`src/rtl/rast_pkg.sv`:
```
// Shared types and widths for the triangle rasteriser: FSM states, edge/depth
// accumulator widths and the edge-function coefficient record.
package rast_pkg;

  // Edge terms are sized for coordinates up to this many bits (x and y); the
  // exact need is X_PIXEL_SIZE+Y_PIXEL_SIZE+3, so this is the upper bound.
  localparam int MAX_COORD_BITS = 8;
  localparam int EDGE_W         = 2 * MAX_COORD_BITS + 3;
  localparam int ZACC_W         = 32;

  typedef enum logic [2:0] {
    IDLE,
    SETUP,
    ORIGIN,
    SCAN,
    DONE
  } state_e;

  typedef struct packed {
    logic signed [EDGE_W-1:0] a;
    logic signed [EDGE_W-1:0] b;
    logic signed [EDGE_W-1:0] c;
  } edge_coef_t;

endpackage

```
`src/rtl/fragment_gen_if.sv`:
```
// Triangle-in / fragment-out handshake bundle of the fragment generator.
interface fragment_gen_if #(
  parameter int X_RES  = 4,
  parameter int Y_RES  = 4,
  parameter int Z_SIZE = 8,
  parameter int Z_FRAC = 8
);
  localparam int X_PIXEL_SIZE = $clog2(X_RES);
  localparam int Y_PIXEL_SIZE = $clog2(Y_RES);
  localparam int ZW           = Z_SIZE + Z_FRAC;

  logic                     tri_valid_i;
  logic                     tri_ready_o;
  logic [X_PIXEL_SIZE-1:0]  v0_x_i, v1_x_i, v2_x_i;
  logic [Y_PIXEL_SIZE-1:0]  v0_y_i, v1_y_i, v2_y_i;
  logic [ZW-1:0]            z0_i;
  logic signed [ZW:0]       dzdx_i, dzdy_i;
  logic                     frag_valid_o;
  logic                     frag_ready_i;
  logic [X_PIXEL_SIZE-1:0]  frag_x_o;
  logic [Y_PIXEL_SIZE-1:0]  frag_y_o;
  logic [Z_SIZE-1:0]        frag_z_o;
  logic                     tri_done_o;

  modport master (
    output tri_valid_i, v0_x_i, v1_x_i, v2_x_i, v0_y_i, v1_y_i, v2_y_i,
    output z0_i, dzdx_i, dzdy_i, frag_ready_i,
    input  tri_ready_o, frag_valid_o, frag_x_o, frag_y_o, frag_z_o, tri_done_o
  );

  modport slave (
    input  tri_valid_i, v0_x_i, v1_x_i, v2_x_i, v0_y_i, v1_y_i, v2_y_i,
    input  z0_i, dzdx_i, dzdy_i, frag_ready_i,
    output tri_ready_o, frag_valid_o, frag_x_o, frag_y_o, frag_z_o, tri_done_o
  );
endinterface

```
`src/rtl/edge_step.sv`:
```
// One incremental edge function: keeps the current pixel value and the value
// at the start of the current row.
module edge_step #(
  parameter int DATA_W = 19
) (
  input  logic                     clk_i,
  input  logic                     load,
  input  logic                     step_x,
  input  logic                     step_row,
  input  logic signed [DATA_W-1:0] a,
  input  logic signed [DATA_W-1:0] b,
  input  logic signed [DATA_W-1:0] init,
  output logic signed [DATA_W-1:0] value
);

  logic signed [DATA_W-1:0] row_q;
  logic signed [DATA_W-1:0] cur_q;

  always_ff @(posedge clk_i) begin
    if (load) begin
      row_q <= init;
      cur_q <= init;
    end else if (step_row) begin
      row_q <= row_q + b;
      cur_q <= row_q + b;
    end else if (step_x) begin
      cur_q <= cur_q + a;
    end
  end

  assign value = cur_q;

endmodule

```
`src/rtl/fragment_gen.sv`:
```
// Bounding-box scan rasteriser: accepts one triangle, emits covered pixels in
// raster order with interpolated, clamped depth, then pulses tri_done_o.
module fragment_gen
  import rast_pkg::*;
#(
  parameter int X_RES  = 4,
  parameter int Y_RES  = 4,
  parameter int Z_SIZE = 8,
  parameter int Z_FRAC = 8
) (
  input  logic          clk_i,
  input  logic          rst_ni,
  fragment_gen_if.slave bus
);

  localparam int X_PIXEL_SIZE = $clog2(X_RES);
  localparam int Y_PIXEL_SIZE = $clog2(Y_RES);
  localparam int XW           = X_PIXEL_SIZE;
  localparam int YW           = Y_PIXEL_SIZE;
  localparam int ZW           = Z_SIZE + Z_FRAC;

  typedef logic signed [EDGE_W-1:0] edge_t;
  typedef logic signed [ZACC_W-1:0] zacc_t;

  state_e              state;
  logic                ready_q, done_q, fvalid_q, scan_end_q;
  logic [XW-1:0]       fx_q, cx_q;
  logic [YW-1:0]       fy_q, cy_q;
  logic [Z_SIZE-1:0]   fz_q;

  logic [XW-1:0]       v0x_q, v1x_q, v2x_q, minx_q, maxx_q, minx_c, maxx_c;
  logic [YW-1:0]       v0y_q, v1y_q, v2y_q, miny_q, maxy_q, miny_c, maxy_c;
  logic [ZW-1:0]       z0_q;
  logic signed [ZW:0]  dzdx_q, dzdy_q;
  edge_coef_t          coef_raw [3];
  edge_coef_t          coef_q   [3];
  edge_t               ev_origin [3];
  edge_t               ev       [3];
  edge_t               area;
  zacc_t               z_origin, zrow_q, zcur_q;

  logic accept, slot_free, advance, x_end, y_end, step_x, step_row, covered, load_edges;

  function automatic edge_t sx(input logic [XW-1:0] v);
    return edge_t'(v);
  endfunction

  function automatic edge_t sy(input logic [YW-1:0] v);
    return edge_t'(v);
  endfunction

  function automatic edge_coef_t make_coef(input logic [XW-1:0] xi, input logic [YW-1:0] yi,
                                           input logic [XW-1:0] xj, input logic [YW-1:0] yj);
    edge_coef_t r;
    r.a = sy(yi) - sy(yj);
    r.b = sx(xj) - sx(xi);
    r.c = sx(xi) * sy(yj) - sx(xj) * sy(yi);
    return r;
  endfunction

  function automatic edge_coef_t flip_coef(input edge_coef_t c, input logic flip);
    edge_coef_t r;
    r.a = flip ? -c.a : c.a;
    r.b = flip ? -c.b : c.b;
    r.c = flip ? -c.c : c.c;
    return r;
  endfunction

  // Drop the fractional depth bits (floor) and saturate to the depth range.
  function automatic logic [Z_SIZE-1:0] clamp_z(input zacc_t acc);
    zacc_t s;
    s = acc >>> Z_FRAC;
    if (s[ZACC_W-1]) return '0;
    if (s > zacc_t'((1 << Z_SIZE) - 1)) return '1;
    return s[Z_SIZE-1:0];
  endfunction

  always_comb begin
    coef_raw[0] = make_coef(v0x_q, v0y_q, v1x_q, v1y_q);
    coef_raw[1] = make_coef(v1x_q, v1y_q, v2x_q, v2y_q);
    coef_raw[2] = make_coef(v2x_q, v2y_q, v0x_q, v0y_q);
    area = edge_t'(coef_raw[0].a) * sx(v2x_q) + edge_t'(coef_raw[0].b) * sy(v2y_q)
         + edge_t'(coef_raw[0].c);

    minx_c = (v0x_q < v1x_q) ? v0x_q : v1x_q;
    minx_c = (v2x_q < minx_c) ? v2x_q : minx_c;
    maxx_c = (v0x_q > v1x_q) ? v0x_q : v1x_q;
    maxx_c = (v2x_q > maxx_c) ? v2x_q : maxx_c;
    miny_c = (v0y_q < v1y_q) ? v0y_q : v1y_q;
    miny_c = (v2y_q < miny_c) ? v2y_q : miny_c;
    maxy_c = (v0y_q > v1y_q) ? v0y_q : v1y_q;
    maxy_c = (v2y_q > maxy_c) ? v2y_q : maxy_c;

    for (int i = 0; i < 3; i++) begin
      ev_origin[i] = edge_t'(coef_q[i].a) * sx(minx_q) + edge_t'(coef_q[i].b) * sy(miny_q)
                   + edge_t'(coef_q[i].c);
    end
    z_origin = zacc_t'(z0_q)
             + zacc_t'(dzdx_q) * (zacc_t'(minx_q) - zacc_t'(v0x_q))
             + zacc_t'(dzdy_q) * (zacc_t'(miny_q) - zacc_t'(v0y_q));

    accept     = (state == IDLE) && ready_q && bus.tri_valid_i;
    load_edges = (state == ORIGIN);
    slot_free  = !fvalid_q || bus.frag_ready_i;
    advance    = (state == SCAN) && !scan_end_q && slot_free;
    x_end      = (cx_q == maxx_q);
    y_end      = (cy_q == maxy_q);
    step_x     = advance && !x_end;
    step_row   = advance && x_end && !y_end;
    covered    = !ev[0][EDGE_W-1] && !ev[1][EDGE_W-1] && !ev[2][EDGE_W-1];
  end

  for (genvar i = 0; i < 3; i++) begin : g_edge
    edge_step #(.DATA_W(EDGE_W)) u_edge (
      .clk_i    (clk_i),
      .load     (load_edges),
      .step_x   (step_x),
      .step_row (step_row),
      .a        (coef_q[i].a),
      .b        (coef_q[i].b),
      .init     (ev_origin[i]),
      .value    (ev[i])
    );
  end

  // Triangle datapath: capture, setup coefficients/bbox, depth stepping.
  always_ff @(posedge clk_i) begin
    if (accept) begin
      v0x_q  <= bus.v0_x_i;
      v1x_q  <= bus.v1_x_i;
      v2x_q  <= bus.v2_x_i;
      v0y_q  <= bus.v0_y_i;
      v1y_q  <= bus.v1_y_i;
      v2y_q  <= bus.v2_y_i;
      z0_q   <= bus.z0_i;
      dzdx_q <= bus.dzdx_i;
      dzdy_q <= bus.dzdy_i;
    end
    if (state == SETUP) begin
      for (int i = 0; i < 3; i++) coef_q[i] <= flip_coef(coef_raw[i], area[EDGE_W-1]);
      minx_q <= minx_c;
      maxx_q <= maxx_c;
      miny_q <= miny_c;
      maxy_q <= maxy_c;
    end
    if (load_edges) begin
      zrow_q <= z_origin;
      zcur_q <= z_origin;
    end else if (step_row) begin
      zrow_q <= zrow_q + zacc_t'(dzdy_q);
      zcur_q <= zrow_q + zacc_t'(dzdy_q);
    end else if (step_x) begin
      zcur_q <= zcur_q + zacc_t'(dzdx_q);
    end
  end

  always_ff @(posedge clk_i or negedge rst_ni) begin
    if (!rst_ni) begin
      state      <= IDLE;
      ready_q    <= 1'b0;
      done_q     <= 1'b0;
      fvalid_q   <= 1'b0;
      scan_end_q <= 1'b0;
      fx_q       <= '0;
      fy_q       <= '0;
      fz_q       <= '0;
      cx_q       <= '0;
      cy_q       <= '0;
    end else begin
      done_q <= 1'b0;
      unique case (state)
        IDLE: begin
          ready_q <= !accept;
          if (accept) state <= SETUP;
        end
        SETUP: begin
          if (area == '0) begin
            state  <= DONE;
            done_q <= 1'b1;
          end else begin
            state <= ORIGIN;
          end
        end
        ORIGIN: begin
          state      <= SCAN;
          cx_q       <= minx_q;
          cy_q       <= miny_q;
          scan_end_q <= 1'b0;
        end
        SCAN: begin
          // The output register is a one-deep slot: a new pixel is taken
          // only once the fragment it holds has been accepted.
          if (scan_end_q) begin
            if (slot_free) begin
              fvalid_q <= 1'b0;
              state    <= DONE;
              done_q   <= 1'b1;
            end
          end else if (slot_free) begin
            fvalid_q <= covered;
            if (covered) begin
              fx_q <= cx_q;
              fy_q <= cy_q;
              fz_q <= clamp_z(zcur_q);
            end
            if (x_end) begin
              cx_q <= minx_q;
              if (y_end) scan_end_q <= 1'b1;
              else       cy_q       <= cy_q + 1'b1;
            end else begin
              cx_q <= cx_q + 1'b1;
            end
          end
        end
        DONE: begin
          state   <= IDLE;
          ready_q <= 1'b1;
        end
        default: state <= IDLE;
      endcase
    end
  end

  assign bus.tri_ready_o  = ready_q;
  assign bus.frag_valid_o = fvalid_q;
  assign bus.frag_x_o     = fx_q;
  assign bus.frag_y_o     = fy_q;
  assign bus.frag_z_o     = fz_q;
  assign bus.tri_done_o   = done_q;

endmodule
```
`src/flat_wrapper.sv`:
```
// flat-port wrapper written by rule: the top's interface ports become plain ports
module fragment_gen_flat import rast_pkg::*;
#(
  parameter int X_RES  = 4,
  parameter int Y_RES  = 4,
  parameter int Z_SIZE = 8,
  parameter int Z_FRAC = 8
)
  (clk_i, rst_ni, bus_tri_valid_i, bus_v0_x_i, bus_v1_x_i, bus_v2_x_i, bus_v0_y_i, bus_v1_y_i, bus_v2_y_i, bus_z0_i, bus_dzdx_i, bus_dzdy_i, bus_frag_ready_i, bus_tri_ready_o, bus_frag_valid_o, bus_frag_x_o, bus_frag_y_o, bus_frag_z_o, bus_tri_done_o);
  fragment_gen_if #(.X_RES(X_RES), .Y_RES(Y_RES), .Z_SIZE(Z_SIZE), .Z_FRAC(Z_FRAC)) bus_i ();
  input  logic clk_i;
  input  logic rst_ni;
  input wire logic [$bits(bus_i.tri_valid_i)-1:0] bus_tri_valid_i;
  input wire logic [$bits(bus_i.v0_x_i)-1:0] bus_v0_x_i;
  input wire logic [$bits(bus_i.v1_x_i)-1:0] bus_v1_x_i;
  input wire logic [$bits(bus_i.v2_x_i)-1:0] bus_v2_x_i;
  input wire logic [$bits(bus_i.v0_y_i)-1:0] bus_v0_y_i;
  input wire logic [$bits(bus_i.v1_y_i)-1:0] bus_v1_y_i;
  input wire logic [$bits(bus_i.v2_y_i)-1:0] bus_v2_y_i;
  input wire logic [$bits(bus_i.z0_i)-1:0] bus_z0_i;
  input wire logic [$bits(bus_i.dzdx_i)-1:0] bus_dzdx_i;
  input wire logic [$bits(bus_i.dzdy_i)-1:0] bus_dzdy_i;
  input wire logic [$bits(bus_i.frag_ready_i)-1:0] bus_frag_ready_i;
  output wire logic [$bits(bus_i.tri_ready_o)-1:0] bus_tri_ready_o;
  output wire logic [$bits(bus_i.frag_valid_o)-1:0] bus_frag_valid_o;
  output wire logic [$bits(bus_i.frag_x_o)-1:0] bus_frag_x_o;
  output wire logic [$bits(bus_i.frag_y_o)-1:0] bus_frag_y_o;
  output wire logic [$bits(bus_i.frag_z_o)-1:0] bus_frag_z_o;
  output wire logic [$bits(bus_i.tri_done_o)-1:0] bus_tri_done_o;
  assign bus_i.tri_valid_i = bus_tri_valid_i;
  assign bus_i.v0_x_i = bus_v0_x_i;
  assign bus_i.v1_x_i = bus_v1_x_i;
  assign bus_i.v2_x_i = bus_v2_x_i;
  assign bus_i.v0_y_i = bus_v0_y_i;
  assign bus_i.v1_y_i = bus_v1_y_i;
  assign bus_i.v2_y_i = bus_v2_y_i;
  assign bus_i.z0_i = bus_z0_i;
  assign bus_i.dzdx_i = bus_dzdx_i;
  assign bus_i.dzdy_i = bus_dzdy_i;
  assign bus_i.frag_ready_i = bus_frag_ready_i;
  assign bus_tri_ready_o = bus_i.tri_ready_o;
  assign bus_frag_valid_o = bus_i.frag_valid_o;
  assign bus_frag_x_o = bus_i.frag_x_o;
  assign bus_frag_y_o = bus_i.frag_y_o;
  assign bus_frag_z_o = bus_i.frag_z_o;
  assign bus_tri_done_o = bus_i.tri_done_o;
  fragment_gen #(.X_RES(X_RES), .Y_RES(Y_RES), .Z_SIZE(Z_SIZE), .Z_FRAC(Z_FRAC)) u_core (.clk_i(clk_i), .rst_ni(rst_ni), .bus(bus_i));
endmodule
```
`config.mk`:
```
export PLATFORM = sky130hd
export DESIGN_NAME = fragment_gen_flat
export DESIGN_NICKNAME = d
export VERILOG_FILES = /design/src/rtl/rast_pkg.sv /design/src/rtl/fragment_gen_if.sv /design/src/rtl/edge_step.sv /design/src/rtl/fragment_gen.sv /design/src/flat_wrapper.sv
export SDC_FILE = /design/constraint.sdc
export NUM_CORES = 1
export LEC_CHECK = 0
export ABC_AREA = 1
export CORE_MARGIN = 3
export CORE_UTILIZATION = 60
export CTS_CLUSTER_SIZE = 24
export DETAILED_ROUTE_END_ITERATION = 10
export PLACE_DENSITY = 0.77
export SLEW_MARGIN = 25
export SYNTH_ARGS = -nofsm -noshare
export SYNTH_HDL_FRONTEND = slang
export SYNTH_SLANG_ARGS = --single-unit
```
`constraint.sdc`:
```
create_clock -name clk_i -period 11.62 [get_ports clk_i]
set_input_delay 1.743 -clock clk_i [delete_from_list [all_inputs] [get_ports clk_i]]
set_output_delay 1.743 -clock clk_i [all_outputs]
set_load 0.03 [all_outputs]
```
## After elaboration in Yosys (flattened, before gate mapping)

Memories as Yosys holds them, arrays and structs flattened.
Index checks and enable logic that the tools add are counted.

- Add/subtract/negate cells: 40
- $lt $le $gt $ge: 9
- $mul: 16
- Equality and inequality tests: 12
- Mux-type cells: 81
- Bitwise gates (word level): 1
- Reduce and logical (&&, ||, !) cells: 29

Operators with widths:

| operator | number |
|---|---|
| $mux W19 | 24 |
| $add A19 B19 Y19 | 14 |
| $neg A19 Y19 | 9 |
| $mux W32 | 5 |
| $mul A19 B3 Y19 | 8 |
| $add A32 B17 Y32 | 2 |
| $sub A19 B19 Y19 | 3 |
| $mul A17 B3 Y20 | 2 |
| $add A17 B32 Y32 | 1 |
| $add A32 B32 Y32 | 1 |
| $mux W8 | 4 |
| $mux W2 | 15 |
| $gt A24 B9 Y1 const B | 1 |
| $mul A2 B2 Y4 | 6 |
| $sub A2 B2 Y3 | 8 |
| $mux W1 | 23 |
| $logic_not A19 Y1 | 1 |
| $mux W3 | 4 |
| $pmux W3 S4 | 1 |
| $logic_and A1 B1 Y1 | 9 |
| $gt A2 B2 Y1 | 4 |
| $logic_not A1 Y1 | 8 |
| $lt A2 B2 Y1 | 4 |
| $ne A2 B1 Y1 const B | 4 |
| other kinds (17) | 27 |

- Memories kept: 1
- Logic and storage cells: 220
- Bits in writable memories: 171
- Bits in registers: 271
- Output and inout port bits: 15
- Input port bits: 66

Memories:

| memory | depth | width | rd ports | clocked after Yosys merged registers in | wr ports | RTL line | text |
|---|---|---|---|---|---|---|---|
| u_core.coef_q | 3 | 57 | 3 | 0 | 3 | fragment_gen.sv:36 | `edge_coef_t coef_q [3];` |

## Depth between registers and ports, before layout

Gate-level depths: netlist of run 1.

- Depth after elaboration: 14
- Mapped depth: 34
- Gate-level depth less buffers: 32

## Cells and area by module

A second synthesis of run 1 with hierarchy kept.

- Cell total of the unflattened synthesis: 4980
- Area total of the unflattened synthesis: 38346.8 sq um

By module, submodules not included:

| module | cells an instance | area each (sq um) | sequential area each (sq um) | instances |
|---|---|---|---|---|
| fragment_gen | 3379 | 27127.3 | 6851.6 | 1 |
| edge_step at u_core.g_edge[1].u_edge | 539 | 3752.3 | 1141.1 | 1 |
| edge_step at u_core.g_edge[2].u_edge | 545 | 3737.3 | 1141.1 | 1 |
| edge_step at u_core.g_edge[0].u_edge | 517 | 3729.8 | 1141.1 | 1 |

## Worst setup path after synthesis of run 1

OpenSTA, ideal clock, no wires.

- Path type: in2reg
- From: input bus_frag_ready_i
- To: register u_core.g_edge[0].u_edge.cur_q[0] (enable)
- Setup slack: 2698 ps
- Data arrival time: 8263 ps
- Required time: 10961 ps
- Stages: 4
- Library setup time: 659 ps
- Buffers on the path: 0
- Cell sequence: nor2_1 nor2_2 nand2_1 o21ai_0

- Cells in the longest elaborated chain, start to end: 5
- Elaborated cells between the ends (all ways): 6
- Classes of those cells: reduce/logical (6)

RTL lines:

| element | RTL line | text |
|---|---|---|
| start: declaration | flat_wrapper.sv:23 | `input wire logic [$bits(bus_i.frag_ready_i)-1:0] bus_frag_ready_i;` |
| $logic_or A1 B1 Y1 (*) | fragment_gen.sv:104 | `slot_free = !fvalid_q \|\| bus.frag_ready_i;` |
| $logic_and A1 B1 Y1 (*) | fragment_gen.sv:105 | `advance = (state == SCAN) && !scan_end_q && slot_free;` |
| $logic_and A1 B1 Y1 (2 in a row) | fragment_gen.sv:109 | `step_row = advance && x_end && !y_end;` |
| $reduce_bool A3 Y1 (no source line) (*) | n/a |  |
| end signal: assignment | edge_step.sv:22 | `cur_q <= init;` |
| end signal: assignment | edge_step.sv:25 | `cur_q <= row_q + b;` |
| end signal: assignment | edge_step.sv:27 | `cur_q <= cur_q + a;` |
| end: declaration | edge_step.sv:17 | `logic signed [DATA_W-1:0] cur_q;` |

Mark *: on every way between the ends. The rest lies on a longest branch, timed or not.
A chain may end at the register's enable or synchronous reset.

## Worst setup path in the final report of run 1

- From: register u_core.minx_q[0]
- To: register u_core.zcur_q[31] (data pin)

- Cells in the longest elaborated chain, start to end: 5

RTL lines:

| element | RTL line | text |
|---|---|---|
| start: declaration | fragment_gen.sv:31 | `logic [XW-1:0] v0x_q, v1x_q, v2x_q, minx_q, maxx_q, minx_c, maxx_c;` |
| start signal: assignment | fragment_gen.sv:141 | `minx_q <= minx_c;` |
| $sub A2 B2 Y3 | fragment_gen.sv:99 | `+ zacc_t'(dzdx_q) * (zacc_t'(minx_q) - zacc_t'(v0x_q))` |
| $mul A17 B3 Y20 | fragment_gen.sv:99 |  |
| $add A17 B32 Y32 | fragment_gen.sv:99 |  |
| $add A32 B32 Y32 | fragment_gen.sv:100 | `+ zacc_t'(dzdy_q) * (zacc_t'(miny_q) - zacc_t'(v0y_q));` |
| $mux W32 | fragment_gen.sv:146 | `if (load_edges) begin` |
| end signal: assignment | fragment_gen.sv:148 | `zcur_q <= z_origin;` |
| end signal: assignment | fragment_gen.sv:151 | `zcur_q <= zrow_q + zacc_t'(dzdy_q);` |
| end signal: assignment | fragment_gen.sv:153 | `zcur_q <= zcur_q + zacc_t'(dzdx_q);` |
| end: declaration | fragment_gen.sv:40 | `zacc_t z_origin, zrow_q, zcur_q;` |

Every way passes these cells.

==> flow_summary.yaml, run 1 <==
critical_path:
  worstReg2RegEnd: "u_core.zcur_q[31]$_DFFE_PP_"
  max_stage_delay_ns: 0.89
  start_kind: "register"
  r2r_start: "u_core.minx_q[0]$_DFFE_PP_"
  critPathLaunch: "u_core.minx_q[0]$_DFFE_PP_"
  rrSetupSlack_ns: 3.58
  endpoint: "u_core.zcur_q[31]$_DFFE_PP_"
  crit_top_cell: "nand2_1"
  worstRegToRegCells: 31
  slowest_stage: "edfxtp_1"
  cp-end-kind: "register"
  worstSetupPathType: "reg2reg"
  critPathMaxFanout: 18
  crit_arrival_ns: 8.32
  critPathRequiredTime_ns: 11.89
floorplanning:
  die_x_um: 261.4
  fp.dieH_um: 261.4
  num_rows: 93
  die_area_sq_um: 68330
  initial_core_util_pct: 60.71
  io_pins: 81
  core_sq_um: 64460
global_routing:
  grt_first_pass_wirelength_um: 172600
  grt_usage_pct: 31.82
  grt_overflow: 0
  grt-busiest-layer: "met2"
  grt_use_met3_pct: 3.800
  met1_usage_pct: 45.49
  grt_max_degree: 70
  first_global_vias: 33318
  use_met2_pct: 50.59
  antenna_found_initial: 0
drt:
  drt_iter0_drc: 3046
  vias: 35019
  drc: 0
  wl_per_cell_um: 17.74
  antenna_left: 0
  drt-pass1-iter-count: 8
  vias_per_cell: 5.720
  drt-total-wl_um: 108600
placed_design:
  post-dp-hpwl_um: 86660
  gp_congestion: 1.013
  port_buffers: 80
  dp_cells: 6046
yosys:
  syn_area_sq_um: 39140
  yosys.cell_count.top_type: "nand2_1"
  synth_area_per_cell_sq_um: 7.584
  synth_cell_types: 54
  seq_area_frac_synth_pct: 26.48
  synth.area.top_cells: "edfxtp_1 (25%), ha_1 (15%), nand2_1 (13%), fa_1 (11%), inv_1 (8.1%)"
  synth_top_area_share_pct: 25.01
  syn_inst: 5161
  async_reset_ff_share_pct: 6.590
  yosysTopAreaCell: "edfxtp_1"
  synth_top_flop_cell: "edfxtp_1"
  synth_edf_count: 326
  synth_seq_cells: 349
  ys_top_cells_by_count: "nand2_1 (1317), inv_1 (847), ha_1 (454), nand3_1 (426), nor2_1 (388)"
  synth_warnings: 0
  synthesis.nets: 5903
cells_and_area:
  final_nets: 5977
  fin_cells: 6122
  num_antenna_cells: 0
  area_growth_pct: 8.011
  drive_gt1_share_pct: 2.639
timing:
  grt_setup_unrepaired: "no"
  tns_ns: 0
  worst_pin_slew_ns: 0.9939
  max_freq_mhz: 124.4
  finalHoldViolCount: 0
  slew_violations: 0
  relSlewSlack_pct: 33.30
  min_period_ns: 8.041
  finalCritPeriodShare_pct: 69.20
  finalClockSkew_ns: 0.02036
  setup_violations: 0
cts:
  holdBufCountCts: 0
  root_buffer: "clkbuf_16"
  ctsResizeCount: 0
  clockBufferDepth: 3
  cts_tree: "yes"
  path_clk_slew_ns: 0.06
  htreeDepth: 2
  cts_setup_buffers: 0
  clk_latency_ns: 0.58
  cts_buffers: 42
  cts_sinks: 349
worst_hold_path:
  hp-class: "reg2reg"
run:
  max-cap-violations: 0
outcome:
  status: "finished clean"
registers in the layout, indices dropped and copies added, names as in the netlist, 16 cells and up:
| name | cells |
|---|---|
| u_core.g_edge.u_edge.row_q | 57 |
| u_core.z0_q | 16 |
| u_core.g_edge.u_edge.value | 57 |
| u_core.zrow_q | 32 |
| u_core.dzdx_q | 17 |
| u_core.coef_q | 78 |
| u_core.zcur_q | 32 |
| u_core.dzdy_q | 17 |
per-stage QoR:
stage	setup WS, ns	cell area, sq um	hold WS (ns)	util, %
after floorplan	2.698	39140	0.4840	-
after global placement	3.816	40830	0.4663	63.34
after detailed placement	3.708	40830	0.4668	63.34
after CTS	3.640	42260	0.4846	65.56
after global routing	2.916	42270	0.5076	65.58
final	3.579	42270	0.4779	65.58
worst max-delay path: cells and delay by family (launching register included):
family,cells,cell delay (ns)
compound gates,3,1.21
xor+xnor,1,0.07
fa+ha+maj,8,3.44
buf+inv,5,0.42
flops,1,0.89
simple gates,14,1.67
layout make-up:
class / count / area [sq um]
multi-input cells: 3894 / 25280
fillers: 5727 / 22190
flip-flops and latches: 349 / 10360
inverters: 852 / 3208
clock buffers: 52 / 1130
well taps: 855 / 1070
repair buffers: 96 / 924.6
clock inverters: 24 / 300.3
cell usage in the layout, fill, tap and decap left out, types with 12 or more instances in the layout:
| master | n |
|---|---|
| nand4_1 | 63 |
| ha_1 | 454 |
| fa_1 | 222 |
| a21o_1 | 19 |
| a21boi_0 | 17 |
| a21oi_1 | 337 |
| nand3b_1 | 47 |
| xnor2_1 | 53 |
| inv_1 | 847 |
| o21bai_1 | 32 |
| nor3_1 | 48 |
| o21a_1 | 12 |
| dfrtp_1 | 23 |
| edfxtp_1 | 326 |
| buf_4 | 15 |
| nand2_1 | 1317 |
| o211ai_1 | 17 |
| or2_2 | 32 |
| o21ai_0 | 252 |
| nand3_1 | 426 |
| clkdlybuf4s50_1 | 80 |
| clkbuf_16 | 43 |
| xor2_1 | 73 |
| nor2_1 | 387 |
logic make-up (layout without fill, tap and decap cells):
logic type               after synthesis  after routing  synth area share, %
AO/OA/AOI/OAI                        737            737                10.33
XOR/XNOR                             127            127                2.861
AND/OR/NAND/NOR                     2354           2354                25.43
buffers and inverters                918           1024                9.031
flip-flops                           349            349                26.48
adder cells (fa/ha/maj)              676            676                25.87
layer usage:
metal | share of wire, % | wire, um
met5 | 0 | 0
met4 | 3.2 | 3476
met3 | 8.1 | 8755
met2 | 44 | 48310
met1 | 44 | 48090
how the worst min path moves through the flow:
stage               depth (start not counted)                                  to  slack [ns]                          startpoint
floorplan                                   2  u_core.bus.frag_z_o[0]$_DFFE_PN0P_        0.48          u_core.zcur_q[8]$_DFFE_PP_
global placement                            2  u_core.bus.frag_z_o[3]$_DFFE_PN0P_        0.47  u_core.bus.frag_z_o[3]$_DFFE_PN0P_
detailed placement                          2  u_core.bus.frag_z_o[5]$_DFFE_PN0P_        0.47  u_core.bus.frag_z_o[5]$_DFFE_PN0P_
CTS                                         2  u_core.bus.frag_z_o[1]$_DFFE_PN0P_        0.48  u_core.bus.frag_z_o[1]$_DFFE_PN0P_
global route                                2  u_core.bus.frag_z_o[1]$_DFFE_PN0P_        0.51  u_core.bus.frag_z_o[1]$_DFFE_PN0P_
finish                                      2  u_core.bus.frag_z_o[1]$_DFFE_PN0P_        0.48  u_core.bus.frag_z_o[1]$_DFFE_PN0P_
Power of run 1 is not shown: default switching activity piles up to over one toggle a cycle in this logic, so the estimate is an artifact.
==> run 2: changes to the inputs <==
==> constraint.sdc (replaced) <==
create_clock -name clk_i -period 8.15 [get_ports clk_i]
set_input_delay 1.2225 -clock clk_i [delete_from_list [all_inputs] [get_ports clk_i]]
set_output_delay 1.2225 -clock clk_i [all_outputs]
set_load 0.03 [all_outputs]
==> run 2 against run 1 <==
Compared with the run above: hold slack better by 0.0046 ns; clock-buffer cell count is 4 higher; global-route usage is 1.5 points higher; routed wire length is 4.4% higher; fmax is 7.6% higher; first-iteration DRC count is 1.5% higher; largest cell class unchanged; highest routed layer unchanged.
==> flow_summary.yaml, run 2 (synthesis gave the netlist of run 1 again) <==
timing:
  max_freq_mhz: 133.8
  min_period_ns: 7.476
  finalHoldViolCount: 0
  grt_setup_unrepaired: "no"
  finalCritPeriodShare_pct: 91.73
  setup_violations: 0
  tns_ns: 0
  relSlewSlack_pct: 31.48
  worst_pin_slew_ns: 1.025
  finalClockSkew_ns: 0.02916
  setup_ws_ns: 0.6744
  slew_violations: 0
drt:
  drt-pass1-iter-count: 7
  wl_per_cell_um: 18.49
  vias: 35295
  antenna_left: 0
  drt_iter0_drc: 3091
  vias_per_cell: 5.753
  drc: 0
  drt-total-wl_um: 113400
floorplanning:
  initial_core_util_pct: 60.71
  core_sq_um: 64460
  die_area_sq_um: 68330
  fp.dieH_um: 261.4
  io_pins: 81
  die_x_um: 261.4
  num_rows: 93
cells_and_area:
  drive_gt1_share_pct: 2.690
  final_nets: 5985
  layout_common_cells: "nand2_1 (1317), inv_1 (847), ha_1 (454)"
  fin_cells: 6135
  area_growth_pct: 8.088
  largest_reg_flops: 78
  final_core_util_pct: 65.62
  final_common_cell: "nand2_1"
  regMostFlops: "u_core.coef_q"
critical_path:
  crit_top_cell: "nand2_1"
  max_stage_delay_ns: 0.97
  r2r_start: "u_core.v0x_q[0]$_DFFE_PP_"
  start_kind: "register"
  rrSetupSlack_ns: 0.67
  crit_arrival_ns: 7.80
  slowest_stage: "fa_1"
  critPathLaunch: "u_core.v0x_q[0]$_DFFE_PP_"
  critPathMaxFanout: 15
  cp-end-kind: "register"
  critPathRequiredTime_ns: 8.47
  worstSetupPathType: "reg2reg"
global_routing:
  antenna_found_initial: 2
  grt_overflow: 0
  grt_first_pass_wirelength_um: 179700
  grt_max_degree: 65
  grt_usage_pct: 33.29
  first_global_vias: 33806
placed_design:
  port_buffers: 80
  preCtsSetupSlack_ns: 0.8132
  post-dp-hpwl_um: 90420
  dp_cells: 6052
  gp_congestion: 0.9807
cts:
  ctsResizeCount: 0
  htreeDepth: 2
  path_clk_slew_ns: 0.06
  holdBufCountCts: 0
  root_buffer: "clkbuf_16"
  clk_latency_ns: 0.62
  cts_setup_buffers: 0
  cts_sinks: 349
  cts_tree: "yes"
  clockBufferDepth: 3
  cts_buffers: 44
worst_hold_path:
  hold_path_startpoint: "u_core.bus.frag_z_o[7]$_DFFE_PN0P_"
  hp-class: "reg2reg"
outcome:
  status: "finished clean"
run:
  max-cap-violations: 0
-- run 2: cell count changes in the layout (fill, tap and decap cells not counted), sizes merged --
cell / delta
clkinvlp: +1
buf: +6
diode: +2
clkbuf: +4
clkinv: +2
inv: +1
bufinv: -3
-- run 2: through the flow --
step	hold slack [ns]	area, sq um
3_5_place_dp	0.4723	40880
5_1_grt	0.5052	42300
6_report	0.4825	42300
3_3_place_gp	0.4659	40880
2_1_floorplan	0.4840	39140
4_1_cts	0.4879	42300
-- run 2: worst paths after layout --
check,endpoint,cells past startpoint
max,u_core.zrow_q[30]$_DFFE_PP_,29
min,u_core.bus.frag_z_o[7]$_DFFE_PN0P_,2
max reg2reg,u_core.zrow_q[30]$_DFFE_PP_,29
min reg2reg,u_core.bus.frag_z_o[7]$_DFFE_PN0P_,2
max in group asynchronous,u_core.cy_q[1]$_DFFE_PN0P_,2
min in group asynchronous,u_core.bus.frag_z_o[1]$_DFFE_PN0P_,2
-- run 2: final cells by class --
type | instances | area, sq um
repair buffers | 102 | 965.9
inverters | 852 | 3208
clock buffers | 56 | 1166
diodes | 2 | 5.005
well taps | 855 | 1070
fillers | 5684 | 22160
clock inverters | 25 | 256.5
flip-flops and latches | 349 | 10360
multi-input cells | 3894 | 25270
-- run 2: routing by layer --
metal / up-vias / GRT usage, % / wire [um]
li1: 17154 / - / -
met3: 224 / 4.226 / 9048
met2: 1317 / 51.96 / 49620
met1: 16600 / 48.10 / 50740
met4: 0 / 11.01 / 4000
met5: - / 0 / 0
-- run 2: worst max-delay path: cells and delay by family, from the launching register on --
kind                       cells  cell delay, ns
buffers and inverters          4            0.36
DFF                            1            0.52
AOI/OAI and AO/OA              2            0.62
and+or+nand+nor               14            2.01
adders and majority gates      8            3.59
xor gates and xnor gates       1            0.08
Power of run 2 is left out for the same reason.
